### src/rtl/chan_sel_mux.sv
// rtl/chan_sel_mux.sv - frame-synchronous registered N-channel sample selector (optional auto-scan: CHAN_SEL_MUX_SCAN_EN)
module chan_sel_mux #(
    parameter int WIDTH = 8,
    parameter int NCH   = 5,
    parameter int SELW  = 3
) (
    input  logic                 clk,
    input  logic                 rst,
    input  logic [NCH*WIDTH-1:0] d,
    input  logic [NCH-1:0]       d_valid,
    input  logic [SELW-1:0]      sel_req,
    input  logic                 sel_load,
    input  logic                 frame_start,
    input  logic                 scan_en,
    output logic [WIDTH-1:0]     y,
    output logic                 y_valid,
    output logic [SELW-1:0]      sel_cur,
    output logic                 switch_pulse,
    output logic                 sel_err
);

    typedef enum logic {
        LOCKED  = 1'b0,
        PENDING = 1'b1
    } state_t;

    localparam logic [SELW:0]   NCH_C = (SELW+1)'(NCH);
    localparam logic [SELW-1:0] LAST  = SELW'(NCH - 1);

    state_t            state;
    logic [SELW-1:0]   pend_sel;
    logic              req_ok;
    logic              scan_step;
    logic [SELW-1:0]   sel_eff;
    logic [WIDTH-1:0]  y_nxt;
    logic              yv_nxt;

    // A request is only accepted if it names an existing channel
    assign req_ok = sel_load && ({1'b0, sel_req} < NCH_C);

`ifdef CHAN_SEL_MUX_SCAN_EN
    assign scan_step = scan_en;
`else
    logic scan_en_unused;
    assign scan_en_unused = scan_en;
    assign scan_step      = 1'b0;
`endif

    // Channel in effect this cycle: a same-cycle request beats a held one, which beats scanning
    always_comb begin
        sel_eff = sel_cur;
        if (frame_start) begin
            if (req_ok) begin
                sel_eff = sel_req;
            end else if (state == PENDING) begin
                sel_eff = pend_sel;
            end else if (scan_step) begin
                sel_eff = (sel_cur == LAST) ? '0 : sel_cur + SELW'(1);
            end
        end
    end

    // Sample mux over the real channels; unused select codes never occur
    always_comb begin
        y_nxt  = '0;
        yv_nxt = 1'b0;
        for (int k = 0; k < NCH; k++) begin
            if (sel_eff == SELW'(k)) begin
                y_nxt  = d[k*WIDTH +: WIDTH];
                yv_nxt = d_valid[k];
            end
        end
    end

    // Request FSM, current selection and registered outputs
    always_ff @(posedge clk) begin
        if (rst) begin
            state        <= LOCKED;
            pend_sel     <= '0;
            sel_cur      <= '0;
            switch_pulse <= 1'b0;
            sel_err      <= 1'b0;
            y            <= '0;
            y_valid      <= 1'b0;
        end else begin
            y            <= y_nxt;
            y_valid      <= yv_nxt;
            sel_cur      <= sel_eff;
            switch_pulse <= frame_start && (sel_eff != sel_cur);
            if (sel_load && !req_ok) begin
                sel_err <= 1'b1;
            end
            case (state)
                LOCKED: begin
                    if (req_ok && !frame_start) begin
                        state    <= PENDING;
                        pend_sel <= sel_req;
                    end
                end
                PENDING: begin
                    if (frame_start) begin
                        state <= LOCKED;
                    end else if (req_ok) begin
                        pend_sel <= sel_req;
                    end
                end
                default: state <= LOCKED;
            endcase
        end
    end

endmodule

### config.mk
export PLATFORM = sky130hd
export DESIGN_NAME = chan_sel_mux
export DESIGN_NICKNAME = d
export VERILOG_FILES = /design/src/rtl/chan_sel_mux.sv
export SDC_FILE = /design/constraint.sdc
export NUM_CORES = 1
export LEC_CHECK = 0
export BUFFER_PORTS_ARGS = -buffer_cell sky130_fd_sc_hd__buf_2
export CAP_MARGIN = 20
export CORE_AREA = 2 2 67 69
export DETAILED_ROUTE_END_ITERATION = 6
export DIE_AREA = 0 0 69 71
export GPL_TIMING_DRIVEN = 0
export MAX_ROUTING_LAYER = met4
export SLEW_MARGIN = 0
export SYNTH_ARGS = -nofsm -noshare
export SYNTH_HDL_FRONTEND = slang
export SYNTH_SLANG_ARGS = --single-unit
### constraint.sdc
create_clock -name clk -period 4.65 [get_ports clk]
set_input_delay 0.93 -clock clk [delete_from_list [all_inputs] [get_ports clk]]
set_output_delay 0.93 -clock clk [all_outputs]
set_load 0.01 [all_outputs]
==> results of run 1 <==
==> synthesized netlist by cell type (all sizes together), types with 2 or more instances <==
cell    count  area (sq um)
xnor2       2          17.5
o31ai       9          67.6
o21a        9          67.6
nand2      14          52.6
mux2        9           101
o211ai      2          15.0
mux2i       3          30.0
clkbuf      2          8.75
nand2b      2          12.5
xor2        2          17.5
inv         4          15.0
a21oi      12          60.1
buf         4          45.0
nor2       16          67.6
o21ai       2          10.0
nand3       2          15.0
a31oi       2          27.5
dfxtp      18           360
==> metrics by stage <==
| step | setup slack, ps | hold WS (ps) | power (uW) | instances |
|---|---|---|---|---|
| floorplan | 2250 | 481 | 264 | 128 |
| CTS | 2300 | 485 | 450 | 248 |
| global placement | 2010 | 448 | 317 | 244 |
| global route | 2150 | 522 | 468 | 248 |
| finish | 2350 | 475 | 441 | 248 |
| detailed placement | 2040 | 468 | 317 | 244 |
==> how the worst min path moves through the flow <==
stage / start / to / slack, ps / cells past startpoint
3_5_place_dp: sel_err / sel_err / 470 / 2
6_report: sel_err / sel_err / 480 / 2
2_1_floorplan: pend_sel[1] / pend_sel[1] / 480 / 2
3_3_place_gp: sel_err / sel_err / 450 / 2
5_1_grt: sel_err / sel_err / 520 / 2
4_1_cts: sel_err / sel_err / 480 / 2
==> cells in the final DEF, fill, tap and decap left out, types with 3 or more instances in the layout <==
| cell type | instances |
|---|---|
| mux2i_1 | 3 |
| nor2_1 | 15 |
| dfxtp_1 | 18 |
| buf_2 | 64 |
| a21oi_1 | 12 |
| mux2_1 | 8 |
| o21a_1 | 9 |
| nand2_1 | 14 |
| o31ai_1 | 9 |
| clkbuf_8 | 4 |
| buf_6 | 4 |
==> flip-flops by register name, indices dropped and copies added (netlist names) <==
register and count:
sel_err 1, sel_cur 3, y 8, switch_pulse 1, pend_sel 3, state 1
y_valid 1
==> cell type report <==
class | instances | area, sq um | share of cell area
Multi-Input combinational cell | 100 | 707 | 0.448
Sequential cell | 18 | 360 | 0.229
Timing Repair Buffer | 64 | 320 | 0.203
Tap cell | 52 | 65.1 | 0.0413
Clock buffer | 4 | 55.1 | 0.0349
Buffer | 6 | 53.8 | 0.0341
Inverter | 4 | 15.0 | 0.00952
==> power groups by stage <==
stage,registers [uW],logic [uW],clock network (uW)
final,176,135,130
after global routing,177,151,140
after CTS,176,139,135
after detailed placement,179,138,0
after global placement,179,138,0
after floorplan,186,78.2,0
==> per-layer routing <==
| layer | routed length (um) | GRT usage | vias up |
|---|---|---|---|
| met5 | 0 | - | - |
| met4 | 17 | 0.0523 | 0 |
| met3 | 206 | 0.0285 | 2 |
| met2 | 1620 | 0.255 | 47 |
| met1 | 1360 | 0.158 | 517 |
| li1 | - | - | 598 |
==> logic make-up (layout without fill, tap and decap cells) <==
| group | after synthesis | count (layout) |
|---|---|---|
| and+or+nand+nor | 40 | 40 |
| DFF | 18 | 18 |
| xor gates and xnor gates | 4 | 4 |
| AOI/OAI and AO/OA | 44 | 44 |
| buffers and inverters | 10 | 78 |
| muxes | 12 | 12 |
==> critical path, delay by kind of cell <==
| family | cells | cell delay [ps] |
|---|---|---|
| AOI/OAI and AO/OA | 3 | 580 |
| buffers and inverters | 2 | 380 |
| and+or+nand+nor | 3 | 540 |
==> flow_metrics.env, run 1 <==
export IMPL_status="completed"
export IMPL_drc_errors=0
export IMPL_rows=24
export IMPL_cts_buffers_inserted=3
export IMPL_worstPathRequired_ps=4790
export IMPL_worst_slew_pin_slew_ps=544
export IMPL_p_comb_frac=0.307
export IMPL_fillers=477
export IMPL_cts_max_level=1
export IMPL_cts_tree="yes"
export IMPL_grt_pass1_vias=1225
export IMPL_yosysUniqueCellTypes=39
export IMPL_seqPwrFrac=0.398
export IMPL_reg2reg_to="y[6]"
export IMPL_antenna_left=0
export IMPL_p_per_area_nw_per_um2=280
export IMPL_tns_ps=0
export IMPL_reg2reg_depth=7
export IMPL_drt_total_wl_um=3200
export IMPL_fin_skew_ps=1.29
export IMPL_period_share=0.495
export IMPL_area_growth_pct=38.8
export IMPL_setup_viol=0
export IMPL_cp_endpoint="y[0]"
export IMPL_vdd_drop_max_mv=0.0884
export IMPL_p_leak_uw=0.000734
export IMPL_synthCells=128
export IMPL_startpoint_type="input pin"
export IMPL_syn_area_sq_um=1140
export IMPL_drt_wirelength_per_cell_um=12.9
export IMPL_port_buffers=64
export IMPL_path_clk_slew_ps=70
export IMPL_die_h_um=71
export IMPL_num_io_pins=67
export IMPL_drv_cap=0
export IMPL_start_util=0.270
export IMPL_syn_nets=181
export IMPL_antenna_found_initial=0
export IMPL_slew_limit_headroom=0.637
export IMPL_r2r_start="state"
export IMPL_crit_type="input pin to flip-flop"
export IMPL_drive_above_1_share=0.429
export IMPL_synth_seq_area_share=0.317
export IMPL_switchingPower_uw=130
export IMPL_final_hold_violation_count=0
export IMPL_gp_congestion=0.811
export IMPL_clk_latency_ps=260
export IMPL_vias_per_cell=4.69
export IMPL_avgSynthCellArea_sq_um=8.88
export IMPL_grt_pass1_wl_um=5400
export IMPL_synth_edf_count=0
export IMPL_dpl_instance_area_sq_um=1520
export IMPL_coreArea_sq_um=4200
export IMPL_die_area_sq_um=4900
export IMPL_ys_seq_elements=18
export IMPL_cts_hold_repair_buffers=0
export IMPL_crit_path_max_fanout=10
export IMPL_crit_path_cell_trace="buf_2 -> nand2b_1 -> a21boi_1 -> o32ai_2 -> buf_6 -> nand3_2 -> nor2_1 -> o31ai_1"
export IMPL_critPathCaptureType="flip-flop"
export IMPL_max_stage_delay_ps=400
export IMPL_swShare=0.295
export IMPL_drt_iter0_markers=101
export IMPL_cts_sinks=18
export IMPL_rsz0062_at_grt="no"
export IMPL_async_reset_ff_frac=0
export IMPL_clk_path_buf_depth=2
export IMPL_crit_start="sel_load"
export IMPL_hpwlAfterDp_um=2430
export IMPL_synth_compound_area_frac=0.298
export IMPL_synthAdderAreaFrac=0
export IMPL_dr_pass1_iters=4
export IMPL_yosysWarnings=0
export IMPL_fin_nets=250
export IMPL_cts_root_buf="clkbuf_8"
export IMPL_fin_crit_ps=2300
export IMPL_yosys_area_share_xor_xnor=0.0308
export IMPL_design_area_sq_um=1580
export IMPL_cell_internal_pwr_uw=311
export IMPL_gr_total_overflow=0
export IMPL_yosys_area_share_simple=0.177
export IMPL_die_x_um=69
export IMPL_synth_mux_area_fraction=0.116
export IMPL_diodes=0
export IMPL_globalRouteTotalUtil=0.143
export IMPL_slowest_stage="o32ai_2"
export IMPL_r2r_slack_ps=2720
export IMPL_final_max_slew_viol_count=0
export IMPL_pwr_share_clk=0.295
export IMPL_via_count=1164
export IMPL_ys_flop_type="dfxtp_1"
export IMPL_postCtsSetupRepairBufs=0
export IMPL_grt_max_degree=11
export IMPL_synth_top_family_by_area="compound AO/OA/AOI/OAI gates"
export IMPL_utilization=0.375
export IMPL_hp_class="flip-flop to flip-flop"
export IMPL_crit_arrival_ps=2440
export IMPL_fmax_mhz=435
export IMPL_cts_resized=0
(Power assumes the default switching activity.)
==> run 2, diff against run 1 <==
==> constraint.sdc (replaced) <==
create_clock -name clk -period 2.05 [get_ports clk]
set_input_delay 0.41 -clock clk [delete_from_list [all_inputs] [get_ports clk]]
set_output_delay 0.41 -clock clk [all_outputs]
set_load 0.01 [all_outputs]
==> run 2 against run 1 <==
Against the previous run:
- non-clock buffer count up 2
- combinational power increased by 130%
- die area stayed put
- clock power rose by 130%
- power up 130%
- wire length grew 0.81%
- register-to-register slack lost 2600 ps
- clock skew increased by 0.59 ps
- cell area increased by 2.1%
- critical path type is now flip-flop to flip-flop
==> flow_metrics.env, run 2 (synthesized netlist as in run 1, its figures left out) <==
export IMPL_die_x_um=69
export IMPL_dr_pass1_iters=4
export IMPL_drc_errors=0
export IMPL_final_max_slew_viol_count=0
export IMPL_ff_latch_area_sq_um=360
export IMPL_fillers=473
export IMPL_fin_hold_ws_ps=379
export IMPL_die_area_sq_um=4900
export IMPL_final_hold_violation_count=0
export IMPL_dpl_instance_area_sq_um=1520
export IMPL_diodes=0
export IMPL_vias_per_cell=4.76
export IMPL_instances_no_fill=250
export IMPL_multiInputGateArea_sq_um=726
export IMPL_place_ws_ps=-37.9
export IMPL_cts_max_level=1
export IMPL_drive_above_1_share=0.434
export IMPL_crit_type="flip-flop to flip-flop"
export IMPL_fin_skew_ps=1.88
export IMPL_clk_path_buf_depth=2
export IMPL_grt_max_degree=11
export IMPL_via_count=1191
export IMPL_grt_pass1_vias=1225
export IMPL_setup_viol=0
export IMPL_critPathCaptureType="flip-flop"
export IMPL_vdd_drop_max_mv=0.203
export IMPL_slew_limit_headroom=0.636
export IMPL_p_per_area_nw_per_um2=628
export IMPL_crit_path_max_fanout=10
export IMPL_grt_pass1_wl_um=5400
export IMPL_path_clk_slew_ps=70
export IMPL_globalRouteTotalUtil=0.143
export IMPL_clk_latency_ps=260
export IMPL_max_stage_delay_ps=440
export IMPL_fmax_mhz=530
export IMPL_drt_wirelength_per_cell_um=12.9
export IMPL_largest_register_ffs=8
export IMPL_final_cell_mix="64 x buf_2, 18 x dfxtp_1, 15 x nor2_1"
export IMPL_worst_slew_pin_slew_ps=546
export IMPL_path_buf_inv=3
export IMPL_hpwlAfterDp_um=2430
export IMPL_fin_nets=252
export IMPL_rsz0062_at_grt="no"
export IMPL_startpoint_type="flip-flop"
export IMPL_antenna_left=0
export IMPL_port_buffers=64
export IMPL_worstPathRequired_ps=2220
export IMPL_hp_class="input pin to flip-flop"
export IMPL_fin_crit_ps=1890
export IMPL_tns_ps=0
export IMPL_num_io_pins=67
export IMPL_biggestRegsByFlops="y (8), pend_sel (3), sel_cur (3)"
export IMPL_rows=24
export IMPL_cts_tree="yes"
export IMPL_cp_top_family="simple AND/OR/NAND/NOR gates"
export IMPL_area_growth_pct=41.7
export IMPL_cts_sinks=18
export IMPL_gp_congestion=0.811
export IMPL_p_leak_uw=0.000746
export IMPL_die_h_um=71
export IMPL_crit_path_cell_trace="inv_2 -> or3_1 -> o221a_4 -> buf_6 -> nor3_4 -> buf_4 -> nand2_1 -> o31ai_1"
export IMPL_period_share=0.921
export IMPL_fin_ws_ps=162
export IMPL_design_area_sq_um=1610
export IMPL_slowest_stage="dfxtp_1"
export IMPL_final_common_cell="buf_2"
export IMPL_cts_buffers_inserted=3
export IMPL_antenna_found_initial=0
export IMPL_drv_cap=0
export IMPL_crit_arrival_ps=2060
export IMPL_dp_cells=244
export IMPL_coreArea_sq_um=4200
export IMPL_gr_total_overflow=0
export IMPL_drt_total_wl_um=3230
export IMPL_drt_iter0_markers=98
export IMPL_start_util=0.270
export IMPL_cts_root_buf="clkbuf_8"
export IMPL_top_register="y"
export IMPL_status="completed"
## run 2: path summary, 6_finish.rpt
kind,startpoint,endpoint,slack (ps),cells after the start
setup reg to reg,state,y[6],160,8
hold / removal,frame_start,state,380,2
setup / recovery,state,y[6],160,8
hold reg to reg,sel_err,sel_err,480,2
## run 2: repair_timing
item                       CTS  global route
resized for setup            0             2
setup endpoints to repair    0             9
hold buffers                 0             0
buffers inserted             0             2
## run 2: power breakdown
group	leakage, uW	switching [uW]	internal (uW)
clock	0.0000288	125	171
combinational	0.000569	161	156
sequential	0.000148	15.3	384
## run 2: stage by stage
stage                     power, uW   util
after detailed placement        719  0.362
after global placement          718  0.362
after floorplan                 599      -
after CTS                      1020  0.375
final                          1010  0.383
after global routing           1070  0.383
## run 2: routing by layer
layer | share of wire | routed length, um | track usage
met2 | 0.50 | 1630 | 0.255
met3 | 0.062 | 201 | 0.0285
met1 | 0.42 | 1360 | 0.158
met4 | 0.0099 | 32 | 0.0523
met5 | 0 | 0 | -
## run 2: cell type report
type	instances	share of cell area
timing repair buffer	66	0.208
multi-input combinational	100	0.451
sequential	18	0.224
tap	52	0.0404
buffer	6	0.0334
clock buffer	4	0.0342
inverter	4	0.00932
